## src/rtl/uart_rx_if.sv

```systemverilog
// Receive-side bundle for uart_rx: serial line in, byte holding register
// with VALID/ACK handshake and status flags out.
interface uart_rx_if;
    logic       rxd;
    logic [7:0] data;
    logic       valid;
    logic       ack;
    logic       overrun;
    logic       frame_err;
    logic       busy;

    // The receiver is the slave; the consumer drives the line and ACK.
    modport slave (
        input  rxd,
        input  ack,
        output data,
        output valid,
        output overrun,
        output frame_err,
        output busy
    );

    modport master (
        output rxd,
        output ack,
        input  data,
        input  valid,
        input  overrun,
        input  frame_err,
        input  busy
    );
endinterface

```

## src/rtl/uart_rx.sv

```systemverilog
// 8N1 UART receiver: mid-bit sampling with a fixed divider, one-entry holding
// register with VALID/ACK handshake, sticky overrun and framing-error pulse.
module uart_rx #(
    parameter int CLKS_PER_BIT = 434
) (
    input  logic      clk_i,
    input  logic      rst_i,
    uart_rx_if.slave  rx_if
);

    localparam int CNT_W = $clog2(CLKS_PER_BIT);
    localparam logic [CNT_W-1:0] HALF_M1 = CNT_W'(CLKS_PER_BIT / 2 - 1);
    localparam logic [CNT_W-1:0] FULL_M1 = CNT_W'(CLKS_PER_BIT - 1);

    typedef enum logic [2:0] {
        S_IDLE,
        S_START,
        S_DATA,
        S_STOP,
        S_BRK
    } state_t;

    state_t           state_q;
    logic             rxd_m_q;
    logic             rxd_s_q;
    logic [CNT_W-1:0] cnt_q;
    logic [2:0]       bit_idx_q;
    logic [7:0]       shift_q;
    logic             done_q;
    logic [7:0]       data_q;
    logic             valid_q;
    logic             overrun_q;
    logic             frame_err_q;
    logic             busy_q;

    always_ff @(posedge clk_i or posedge rst_i) begin
        if (rst_i) begin
            state_q     <= S_IDLE;
            rxd_m_q     <= 1'b1;
            rxd_s_q     <= 1'b1;
            cnt_q       <= '0;
            bit_idx_q   <= '0;
            shift_q     <= '0;
            done_q      <= 1'b0;
            data_q      <= '0;
            valid_q     <= 1'b0;
            overrun_q   <= 1'b0;
            frame_err_q <= 1'b0;
            busy_q      <= 1'b0;
        end else begin
            rxd_m_q     <= rx_if.rxd;
            rxd_s_q     <= rxd_m_q;
            done_q      <= 1'b0;
            frame_err_q <= 1'b0;

            case (state_q)
                S_IDLE: begin
                    if (!rxd_s_q) begin
                        state_q <= S_START;
                        busy_q  <= 1'b1;
                        cnt_q   <= '0;
                    end
                end
                S_START: begin
                    if (cnt_q == HALF_M1) begin
                        cnt_q <= '0;
                        if (!rxd_s_q) begin
                            state_q   <= S_DATA;
                            bit_idx_q <= '0;
                        end else begin
                            // Start bit vanished before mid-bit: treat as a glitch.
                            state_q <= S_IDLE;
                            busy_q  <= 1'b0;
                        end
                    end else begin
                        cnt_q <= cnt_q + 1'b1;
                    end
                end
                S_DATA: begin
                    if (cnt_q == FULL_M1) begin
                        cnt_q     <= '0;
                        shift_q   <= {rxd_s_q, shift_q[7:1]};
                        bit_idx_q <= bit_idx_q + 1'b1;
                        if (bit_idx_q == 3'd7) begin
                            state_q <= S_STOP;
                        end
                    end else begin
                        cnt_q <= cnt_q + 1'b1;
                    end
                end
                S_STOP: begin
                    if (cnt_q == FULL_M1) begin
                        cnt_q <= '0;
                        if (rxd_s_q) begin
                            done_q  <= 1'b1;
                            state_q <= S_IDLE;
                            busy_q  <= 1'b0;
                        end else begin
                            frame_err_q <= 1'b1;
                            state_q     <= S_BRK;
                        end
                    end else begin
                        cnt_q <= cnt_q + 1'b1;
                    end
                end
                S_BRK: begin
                    // A held-low line must go high before a new start bit counts.
                    if (rxd_s_q) begin
                        state_q <= S_IDLE;
                        busy_q  <= 1'b0;
                    end
                end
                default: begin
                    state_q <= S_IDLE;
                    busy_q  <= 1'b0;
                end
            endcase

            // A completing frame beats a concurrent ACK; the ACK retires the old byte.
            if (done_q) begin
                data_q  <= shift_q;
                valid_q <= 1'b1;
                if (valid_q && rx_if.ack) begin
                    overrun_q <= 1'b0;
                end else if (valid_q) begin
                    overrun_q <= 1'b1;
                end
            end else if (valid_q && rx_if.ack) begin
                valid_q   <= 1'b0;
                overrun_q <= 1'b0;
            end
        end
    end

    assign rx_if.data      = data_q;
    assign rx_if.valid     = valid_q;
    assign rx_if.overrun   = overrun_q;
    assign rx_if.frame_err = frame_err_q;
    assign rx_if.busy      = busy_q;

endmodule

```

## src/flat_wrapper.sv

```systemverilog
// flat-port wrapper written by rule: the top's interface ports become plain ports
module uart_rx_flat 
#(
    parameter int CLKS_PER_BIT = 434
)
  (clk_i, rst_i, rx_if_rxd, rx_if_ack, rx_if_data, rx_if_valid, rx_if_overrun, rx_if_frame_err, rx_if_busy);
  uart_rx_if rx_if_i ();
  input  logic clk_i;
  input  logic rst_i;
  input wire logic [$bits(rx_if_i.rxd)-1:0] rx_if_rxd;
  input wire logic [$bits(rx_if_i.ack)-1:0] rx_if_ack;
  output wire logic [$bits(rx_if_i.data)-1:0] rx_if_data;
  output wire logic [$bits(rx_if_i.valid)-1:0] rx_if_valid;
  output wire logic [$bits(rx_if_i.overrun)-1:0] rx_if_overrun;
  output wire logic [$bits(rx_if_i.frame_err)-1:0] rx_if_frame_err;
  output wire logic [$bits(rx_if_i.busy)-1:0] rx_if_busy;
  assign rx_if_i.rxd = rx_if_rxd;
  assign rx_if_i.ack = rx_if_ack;
  assign rx_if_data = rx_if_i.data;
  assign rx_if_valid = rx_if_i.valid;
  assign rx_if_overrun = rx_if_i.overrun;
  assign rx_if_frame_err = rx_if_i.frame_err;
  assign rx_if_busy = rx_if_i.busy;
  uart_rx #(.CLKS_PER_BIT(CLKS_PER_BIT)) u_core (.clk_i(clk_i), .rst_i(rst_i), .rx_if(rx_if_i));
endmodule
```

## config.mk

```make
export PLATFORM = sky130hd
export DESIGN_NAME = uart_rx_flat
export DESIGN_NICKNAME = d
export VERILOG_FILES = /design/src/rtl/uart_rx_if.sv /design/src/rtl/uart_rx.sv /design/src/flat_wrapper.sv
export SDC_FILE = /design/constraint.sdc
export NUM_CORES = 1
export LEC_CHECK = 0
export CAP_MARGIN = 20
export CORE_MARGIN = 2
export CORE_UTILIZATION = 35
export DETAILED_ROUTE_END_ITERATION = 10
export SYNTH_ARGS = -nofsm -noshare
export SYNTH_HDL_FRONTEND = slang
export SYNTH_SLANG_ARGS = --single-unit
```

## constraint.sdc

```tcl
create_clock -name clk_i -period 3 [get_ports clk_i]
set_input_delay 0.75 -clock clk_i [delete_from_list [all_inputs] [get_ports clk_i]]
set_output_delay 0.75 -clock clk_i [all_outputs]
set_load 0.02 [all_outputs]
```

**Word level (Yosys, flattened, before mapping)**

Index checks and enable logic that the tools add are counted.

- Bits in registers: 38
- Bits in latches: 0
- RAM bits: 0
- ROM bits: 0
- Input bits: 4
- Output and inout bits: 12
- Memories kept: 0

- Add/sub/neg operators: 2
- Multipliers: 0
- Divide/modulo/power cells: 0
- Order comparisons: 0
- Equal/unequal tests: 14
- Shift-type cells: 0
- Multiplexer cells: 33
- Bitwise operators: 1
- Reductions and logical operators: 13

Operator list:

| operator | count |
|---|---|
| two-way mux 3 bit | 10 |
| two-way mux 9 bit | 3 |
| case mux 9 bit (3 select lines) | 1 |
| two-way mux 1 bit | 15 |
| case mux 3 bit (5 select lines) | 1 |
| != test 2 x 1 -> 1 bit, second input constant | 5 |
| adder 9 x 1 -> 9 bit, second input constant | 1 |
| == test 9 x 8 -> 1 bit, second input constant | 1 |
| == test 9 bit, second input constant | 1 |
| AND reduction 4 bit | 2 |
| == test 3 x 2 -> 1 bit, second input constant | 2 |
| == test 3 bit, second input constant | 2 |
| case mux 3 bit (2 select lines) | 1 |
| AND reduction 2 bit | 3 |
| AND reduction 6 bit | 1 |
| nonzero test 2 bit | 3 |
| case mux 1 bit (5 select lines) | 1 |
| != test 2 bit, second input constant | 2 |
| adder 3 x 1 -> 3 bit, second input constant | 1 |
| == test 3 x 1 -> 1 bit, second input constant | 1 |
| zero test 3 bit | 1 |
| nonzero test 3 bit | 1 |
| two-way mux 2 bit | 1 |
| OR reduction 2 bit | 1 |
| 2 further kinds | 2 |

**Logic depth before layout (Yosys ltp)**

Gate-level depths: netlist (run 1).

- Depth in word-level cells: 4
- Depth in mapped cells: 7

**Worst setup path before layout (run 1)**

Ideal clock, no wire load.

- Path kind: reg-to-reg
- Start: register u_core.cnt_q[3]
- End: register u_core.shift_q[0]
- Setup time: 0.125 ns
- Arrival time: 1.848 ns
- Required time: 2.875 ns
- Setup slack: 1.027 ns
- Stages on the path, launching flop included: 5
- Buffers on the path: 1
- Path through: dfrtp_1 or4b_1 or4_4 buf_6 mux2_4

- Word-level cells in the longest chain between the ends: 2

Ends and longest elaborated chain:

| element | RTL line | text |
|---|---|---|
| start: declaration | uart_rx.sv:26 | `logic [CNT_W-1:0] cnt_q;` |
| start signal: assignment | uart_rx.sv:76 | `cnt_q <= cnt_q + 1'b1;` |
| start signal: assignment | uart_rx.sv:88 | `cnt_q <= cnt_q + 1'b1;` |
| start signal: assignment | uart_rx.sv:103 | `cnt_q <= cnt_q + 1'b1;` |
| == test 9 bit | uart_rx.sv:80 | `if (cnt_q == FULL_M1) begin` |
| AND reduction 2 bit (no line) | n/a |  |
| end signal: assignment | uart_rx.sv:82 | `shift_q <= {rxd_s_q, shift_q[7:1]};` |
| end: declaration | uart_rx.sv:28 | `logic [7:0] shift_q;` |

No other way between the ends.
A chain may end at the register's enable or synchronous reset.

**Worst setup path after layout (run 1)**

- Start: register u_core.state_q[0]
- End: register u_core.cnt_q[2]

- Word-level cells in the longest chain between the ends: 4
- Elaborated cells on any way between the ends: 9
- Classes of those cells: eq/ne (4); mux (1); reduce/logical (4)

Ends and longest elaborated chain:

| element | RTL line | text |
|---|---|---|
| start: declaration | uart_rx.sv:23 | `state_t state_q;` |
| start signal: assignment | uart_rx.sv:38 | `state_q <= S_IDLE;` |
| start signal: assignment | uart_rx.sv:59 | `state_q <= S_START;` |
| start signal: assignment | uart_rx.sv:68 | `state_q <= S_DATA;` |
| == test 3 x 2 -> 1 bit | uart_rx.sv:56 | `case (state_q)` |
| OR reduction 2 bit (no line) | n/a |  |
| nonzero test 3 bit (no line) | n/a |  |
| AND reduction 2 bit (no line) | n/a |  |

Parallel ways exist; a longest one is shown, timed or not.

==> results of run 1 <==
## critical path, cell delays in order (launching register included)
cell and delay (ps):
dfrtp_1 600, or3b_2 480, a21oi_1 370, buf_4 250, nor2_1 120, o211ai_1 240
## how the worst max path moves through the flow
stage | start | to | depth (start not counted)
finish | u_core.state_q[0]$_DFFE_PP0P_ | u_core.cnt_q[2]$_DFFE_PP0P_ | 5
global route | u_core.cnt_q[1]$_DFFE_PP0P_ | u_core.cnt_q[8]$_DFFE_PP0P_ | 6
CTS | u_core.state_q[0]$_DFFE_PP0P_ | u_core.cnt_q[2]$_DFFE_PP0P_ | 5
detailed placement | u_core.cnt_q[0]$_DFFE_PP0P_ | u_core.cnt_q[2]$_DFFE_PP0P_ | 5
global placement | u_core.cnt_q[1]$_DFFE_PP0P_ | u_core.cnt_q[2]$_DFFE_PP0P_ | 6
floorplan | u_core.cnt_q[3]$_DFFE_PP0P_ | u_core.shift_q[0]$_DFFE_PP0P_ | 4
## per-layer routing
layer | vias to the layer above | wire, um | track usage (%)
li1 | 628 | - | -
met5 | - | 0 | 0
met3 | 9 | 128 | 3.555
met4 | 0 | 84 | 7.455
met2 | 25 | 1657 | 21.42
met1 | 650 | 1578 | 15.86
## synth_stat cells (3+ instances only)
cell type / count
a21oi_1: 9
o22ai_1: 4
clkbuf_1: 7
nand3_1: 4
nand2b_1: 3
nand2_1: 11
nor3_1: 4
nor2_1: 8
o211ai_1: 3
dfrtp_1: 36
o21ai_0: 10
mux2_4: 7
ha_1: 5
inv_1: 11
mux2_2: 9
## cells in the final DEF (no fill, tap or decap), types with 5 or more instances in the layout
cell type and n:
inv_1 11, clkdlybuf4s50_1 15, nor2_1 8, nand2_1 11, o21ai_0 10, ha_1 5
mux2_2 9, clkbuf_8 5, mux2_4 7, a21oi_1 9, dfrtp_1 36
## metrics by stage
step / area [um^2] / utilization (%) / setup slack (ps) / total power (uW) / hold WS, ps
floorplan: 1846 / - / 1027 / 536.0 / 345.2
global placement: 2061 / 40.35 / 811.5 / 544.5 / 347.4
detailed placement: 2061 / 40.35 / 862.2 / 545.1 / 353.8
CTS: 2198 / 43.04 / 855.2 / 1072 / 365.7
global route: 2198 / 43.04 / 630.7 / 1099 / 369.2
finish: 2198 / 43.04 / 861.9 / 1053 / 363.7
## cells by family after synthesis
group	count (synthesis)	synth area share, %
compound gates	40	13.90
simple gates	46	14.58
mux	17	11.73
flops	38	51.66
fa+ha+maj	5	3.390
buf+inv	19	4.271
xor+xnor	1	0.4747
## state kept, by name (all words and copies together), names as in the netlist
register                count
u_core.rx_if.frame_err      1
u_core.rx_if.overrun        1
u_core.rxd_m_q              1
u_core.rx_if.data           8
u_core.shift_q              8
u_core.rx_if.busy           1
u_core.done_q               1
u_core.bit_idx_q            3
u_core.rxd_s_q              1
u_core.cnt_q                9
u_core.state_q              3
u_core.rx_if.valid          1
## report_power, final
part           switching [uW]  internal [uW]
Clock                     186            333
Sequential               2.27            514
Combinational            11.9           5.50
## layout make-up
class | instances | area (um^2)
Clock buffer | 5 | 68.82
Tap cell | 70 | 87.58
Sequential cell | 38 | 953.4
Timing Repair Buffer | 17 | 165.2
Fill cell | 493 | 2909
Inverter | 11 | 41.29
Clock inverter | 3 | 68.82
Multi-Input combinational cell | 109 | 813.3
==> run_results.csv, run 1 <==
group,metric,value,unit
power,p_per_area,479.1,nW/um^2
sta,worstMarginPinSlew,848.8,ps
clocking,cts_tree,"built",
die,dieArea,5870,um^2
route,routed_wirelength,3448,um
global_routing,grt_pass1_wl,6161,um
clocking,postCtsSetupBuffers,0,
clocking,clock-sinks,38,
sta,tns,0,ps
die,fp-row-count,26,
synth,synth_flop_cell,"dfrtp_1",
synth,yosys_warnings,0,
critical_path,r2r-end,"u_core.cnt_q[2]$_DFFE_PP0P_",
route,dr_total_vias,1312,
route,firstDrtPassIters,4,
critical_path,reg2reg_depth,5,
sta,finalMaxSlewViolations,0,
sta,slew_headroom,43.42,%
synth,netlist_area,1846,um^2
synth,ys_seq_area_share,51.66,%
die,die_w,76.62,um
clocking,post_cts_resized,0,
hold_path,hold_depth,0,
synth,yosysTopAreaCellShare,48.81,%
synth,ys_top_cells_by_area,"dfrtp_1, mux2_4, mux2_2",
route,ant_nets,0,
global_routing,track_usage,13.21,%
critical_path,reg2reg_from,"u_core.state_q[0]$_DFFE_PP0P_",
synth,synth-edff-count,0,
sta,rsz0062_at_grt,"false",
critical_path,path_class,"register to register",
clocking,cts_buffers,5,
layout,fin_nets,191,
hold_path,holdPathEnd,"u_core.rxd_s_q$_DFF_PP1_",
synth,ys_ff_latch,38,
clocking,cts.htree.levels,2,
critical_path,start_kind,"register",
clocking,path_clk_slew,80,ps
global_routing,antenna_found_initial,0,
layout,layout-drive-gt1-share,18.03,%
route,drc_errors,0,
global_routing,grt_max_degree,39,
synth,syn_avg_cell_area,11.12,um^2
critical_path,cp.required,3210,ps
route,wl_per_cell,13.63,um
hold_path,hp-start,"u_core.rxd_m_q$_DFF_PP1_",
power,p_leak,0.0009861,uW
critical_path,reg2reg_setup_slack,860,ps
die,core_area,5107,um^2
layout,syn_to_final_growth,19.12,%
global_routing,gr-total-overflow,0,
critical_path,path_max_fanout,15,
clocking,cts_hold_buf,0,
sta,timing.fmax,467.7,MHz
sta,fin_skew,5.335,ps
outcome,outcome,"completed",
synth,synthArstFlopShare,100.0,%
sta,finalCritPeriodShare,71.27,%
clocking,ctsRootBufferMaster,"clkbuf_8",
sta,hold_violations,0,
place,numPortBuffers,15,
die,start_util,36.13,%
clocking,cts_buffer_depth,2,
job,maxCapViolations,0,
die,io_pins,16,
global_routing,grt_pass1_vias,1313,
sta,setup_viol,0,
hold_path,min_path_type,"register to register",
layout,final_cells,253,
sta,period_needed,2138,ps
synth,syn-num-nets,175,
place,place_hpwl,2448,um
critical_path,worst_ep_arrival_time,2350,ps
synth,syn_inst,166,
die,die_h,76.62,um
route,drtIter0Drc,29,
place,gp_congestion,0.8257,
route,vias_per_cell,5.186,
power,peakVddDrop,0.1913,mV
critical_path,end_kind,"register",
synth,synth.largest_area_cell,"dfrtp_1",
place,dp.cells,245,
synth,ys_types,42,
clocking,clk_latency,290,ps
layout,antenna_cells,0,
No activity file was read; power rests on OpenSTA's default activity.
==> run 2, diff against run 1 <==
==> constraint.sdc (replaced) <==
create_clock -name clk_i -period 2.2 [get_ports clk_i]
set_input_delay 0.55 -clock clk_i [delete_from_list [all_inputs] [get_ports clk_i]]
set_output_delay 0.55 -clock clk_i [all_outputs]
set_load 0.02 [all_outputs]
==> run 2 against run 1 <==
Effect of this change: cell count up 2.8%; sequential share of layout area barely moved; maximum frequency increased by 3.9%; combinational power is 39% higher; clock power down 14%; cell area barely moved; sequential power increased by 36%; clock skew rose by 4.5 ps; worst setup slack lost 720 ps; die area did not move; hold slack worse by 2.8 ps; register-to-register slack got worse by 720 ps; critical path type unchanged.
==> run_results.csv, run 2 (same netlist as run 1, synthesis figures left out) <==
group,metric,value,unit
die,io_pins,16,
clocking,post_cts_resized,0,
layout,largest_reg_flops,9,
outcome,outcome,"completed",
sta,finalCritPeriodShare,93.50,%
power,p_per_area,535.3,nW/um^2
place,numPortBuffers,15,
die,die_w,76.62,um
die,core_area,5107,um^2
die,fp-row-count,26,
clocking,cts.htree.levels,2,
place,placed_area,2121,um^2
hold_path,min_path_type,"register to register",
global_routing,gr-total-overflow,0,
power,p_leak,0.001003,uW
clocking,path_clk_slew,80,ps
sta,tns,0,ps
layout,multiInputGateArea,813.3,um^2
layout,final_cells,260,
clocking,cts_buffers,5,
global_routing,grt_pass1_vias,1336,
global_routing,use_met3,4.028,%
critical_path,crit_slowest_cell,"or4_4",
route,firstDrtPassIters,4,
sta,hold_violations,0,
die,start_util,36.13,%
layout,ff_latch_area,953.4,um^2
job,maxCapViolations,0,
global_routing,met1_usage,17.58,%
critical_path,crit_family,"simple AND/OR/NAND/NOR gates",
global_routing,track_usage,13.38,%
power,peakVddDrop,0.3097,mV
sta,timing.fmax,486.1,MHz
sta,setup_viol,0,
sta,period_needed,2057,ps
sta,fin_skew,9.796,ps
critical_path,end_kind,"register",
layout,layout_common_cells,"dfrtp_1, clkdlybuf4s50_1, nand2_1, inv_1",
critical_path,reg2reg_from,"u_core.cnt_q[7]$_DFFE_PP0P_",
critical_path,r2r-end,"u_core.shift_q[6]$_DFFE_PP0P_",
critical_path,path_class,"register to register",
die,dieArea,5870,um^2
sta,whs,360.9,ps
layout,fin_area,2200,um^2
route,drc_errors,0,
critical_path,cp.required,2370,ps
critical_path,worst_ep_arrival_time,2220,ps
global_routing,antenna_found_initial,0,
critical_path,max_stage_delay,620,ps
layout,mostFrequentLayoutCell,"dfrtp_1",
critical_path,crit_cells,4,
global_routing,grt_max_degree,39,
clocking,postCtsSetupBuffers,0,
global_routing,grt_use_met2,20.62,%
layout,antenna_cells,0,
sta,finalMaxSlewViolations,0,
layout,fill_cells,502,
critical_path,crit_end,"u_core.shift_q[6]$_DFFE_PP0P_",
global_routing,grt.busiest_layer,"met2",
place,gp_congestion,0.9077,
sta,slew_headroom,67.60,%
layout,syn_to_final_growth,19.19,%
global_routing,grt_pass1_wl,6244,um
sta,rsz0062_at_grt,"false",
layout,layout-drive-gt1-share,21.05,%
place,dp.cells,253,
critical_path,crit_buf_inv,1,
layout,fin_nets,199,
layout,largest-register,"u_core.cnt_q",
die,die_h,76.62,um
critical_path,reg2reg_depth,4,
clocking,clk_latency,290,ps
clocking,cts_hold_buf,0,
critical_path,cp_cell_sequence,"inv_1 > or4b_1 > or4_4 > mux2_4",
critical_path,crit_start,"u_core.cnt_q[7]$_DFFE_PP0P_",
route,ant_nets,0,
route,wl_per_cell,13.75,um
sta,worstMarginPinSlew,486.1,ps
route,dr_total_vias,1341,
clocking,clock-sinks,38,
route,vias_per_cell,5.158,
route,routed_wirelength,3575,um
critical_path,path_max_fanout,11,
route,drtIter0Drc,42,
clocking,cts_buffer_depth,2,
clocking,cts_tree,"built",
clocking,ctsRootBufferMaster,"clkbuf_8",
critical_path,start_kind,"register",
critical_path,reg2reg_setup_slack,140,ps
place,place_hpwl,2486,um
-- run 2: power breakdown --
| group | switching (uW) | internal, uW | total [uW] |
|---|---|---|---|
| combinational | 16.7 | 7.51 | 24.2 |
| clock | 236 | 213 | 448 |
| sequential | 3.20 | 702 | 705 |
| total | 255 | 922 | 1180 |
-- run 2: worst min path at each step --
stage | startpoint | endpoint | depth (start not counted)
after CTS | u_core.rxd_m_q$_DFF_PP1_ | u_core.rxd_s_q$_DFF_PP1_ | 0
after floorplan | u_core.rxd_m_q$_DFF_PP1_ | u_core.rxd_s_q$_DFF_PP1_ | 0
after global routing | u_core.rxd_m_q$_DFF_PP1_ | u_core.rxd_s_q$_DFF_PP1_ | 0
after detailed placement | u_core.rxd_m_q$_DFF_PP1_ | u_core.rxd_s_q$_DFF_PP1_ | 0
after global placement | u_core.rxd_m_q$_DFF_PP1_ | u_core.rxd_s_q$_DFF_PP1_ | 0
final | u_core.rxd_m_q$_DFF_PP1_ | u_core.rxd_s_q$_DFF_PP1_ | 0
-- run 2: per-layer routing --
layer / routed length [um] / part of all wire (%)
met3: 204 / 5.7
met1: 1658 / 46
met2: 1671 / 47
met5: 0 / 0
met4: 40 / 1.1
-- run 2: layout make-up --
class | instances | share of cell area [%]
multi-input combinational | 109 | 36.97
clock buffer | 5 | 3.129
sequential | 38 | 43.34
inverter | 11 | 1.877
timing repair buffer | 25 | 10.24
clock inverter | 2 | 0.4551
tap | 70 | 3.982
-- run 2: stage by stage --
stage / setup WS (ps) / utilization [%] / total power [uW]
5_1_grt: 24.14 / 43.07 / 1229
3_3_place_gp: 213.1 / 41.52 / 742.2
2_1_floorplan: 226.8 / - / 730.9
4_1_cts: 141.6 / 43.07 / 1190
6_report: 142.9 / 43.07 / 1177
3_5_place_dp: 155.2 / 41.52 / 743.2
==> run 3, diff against run 2 <==
--- a/config.mk
+++ b/config.mk
@@ -12,3 +12,4 @@
 export SYNTH_ARGS = -nofsm -noshare
 export SYNTH_HDL_FRONTEND = slang
 export SYNTH_SLANG_ARGS = --single-unit
+export TNS_END_PERCENT = 50
==> results of run 3 <==
No change in the layout: final DEF, timing and power equal those of run 2.
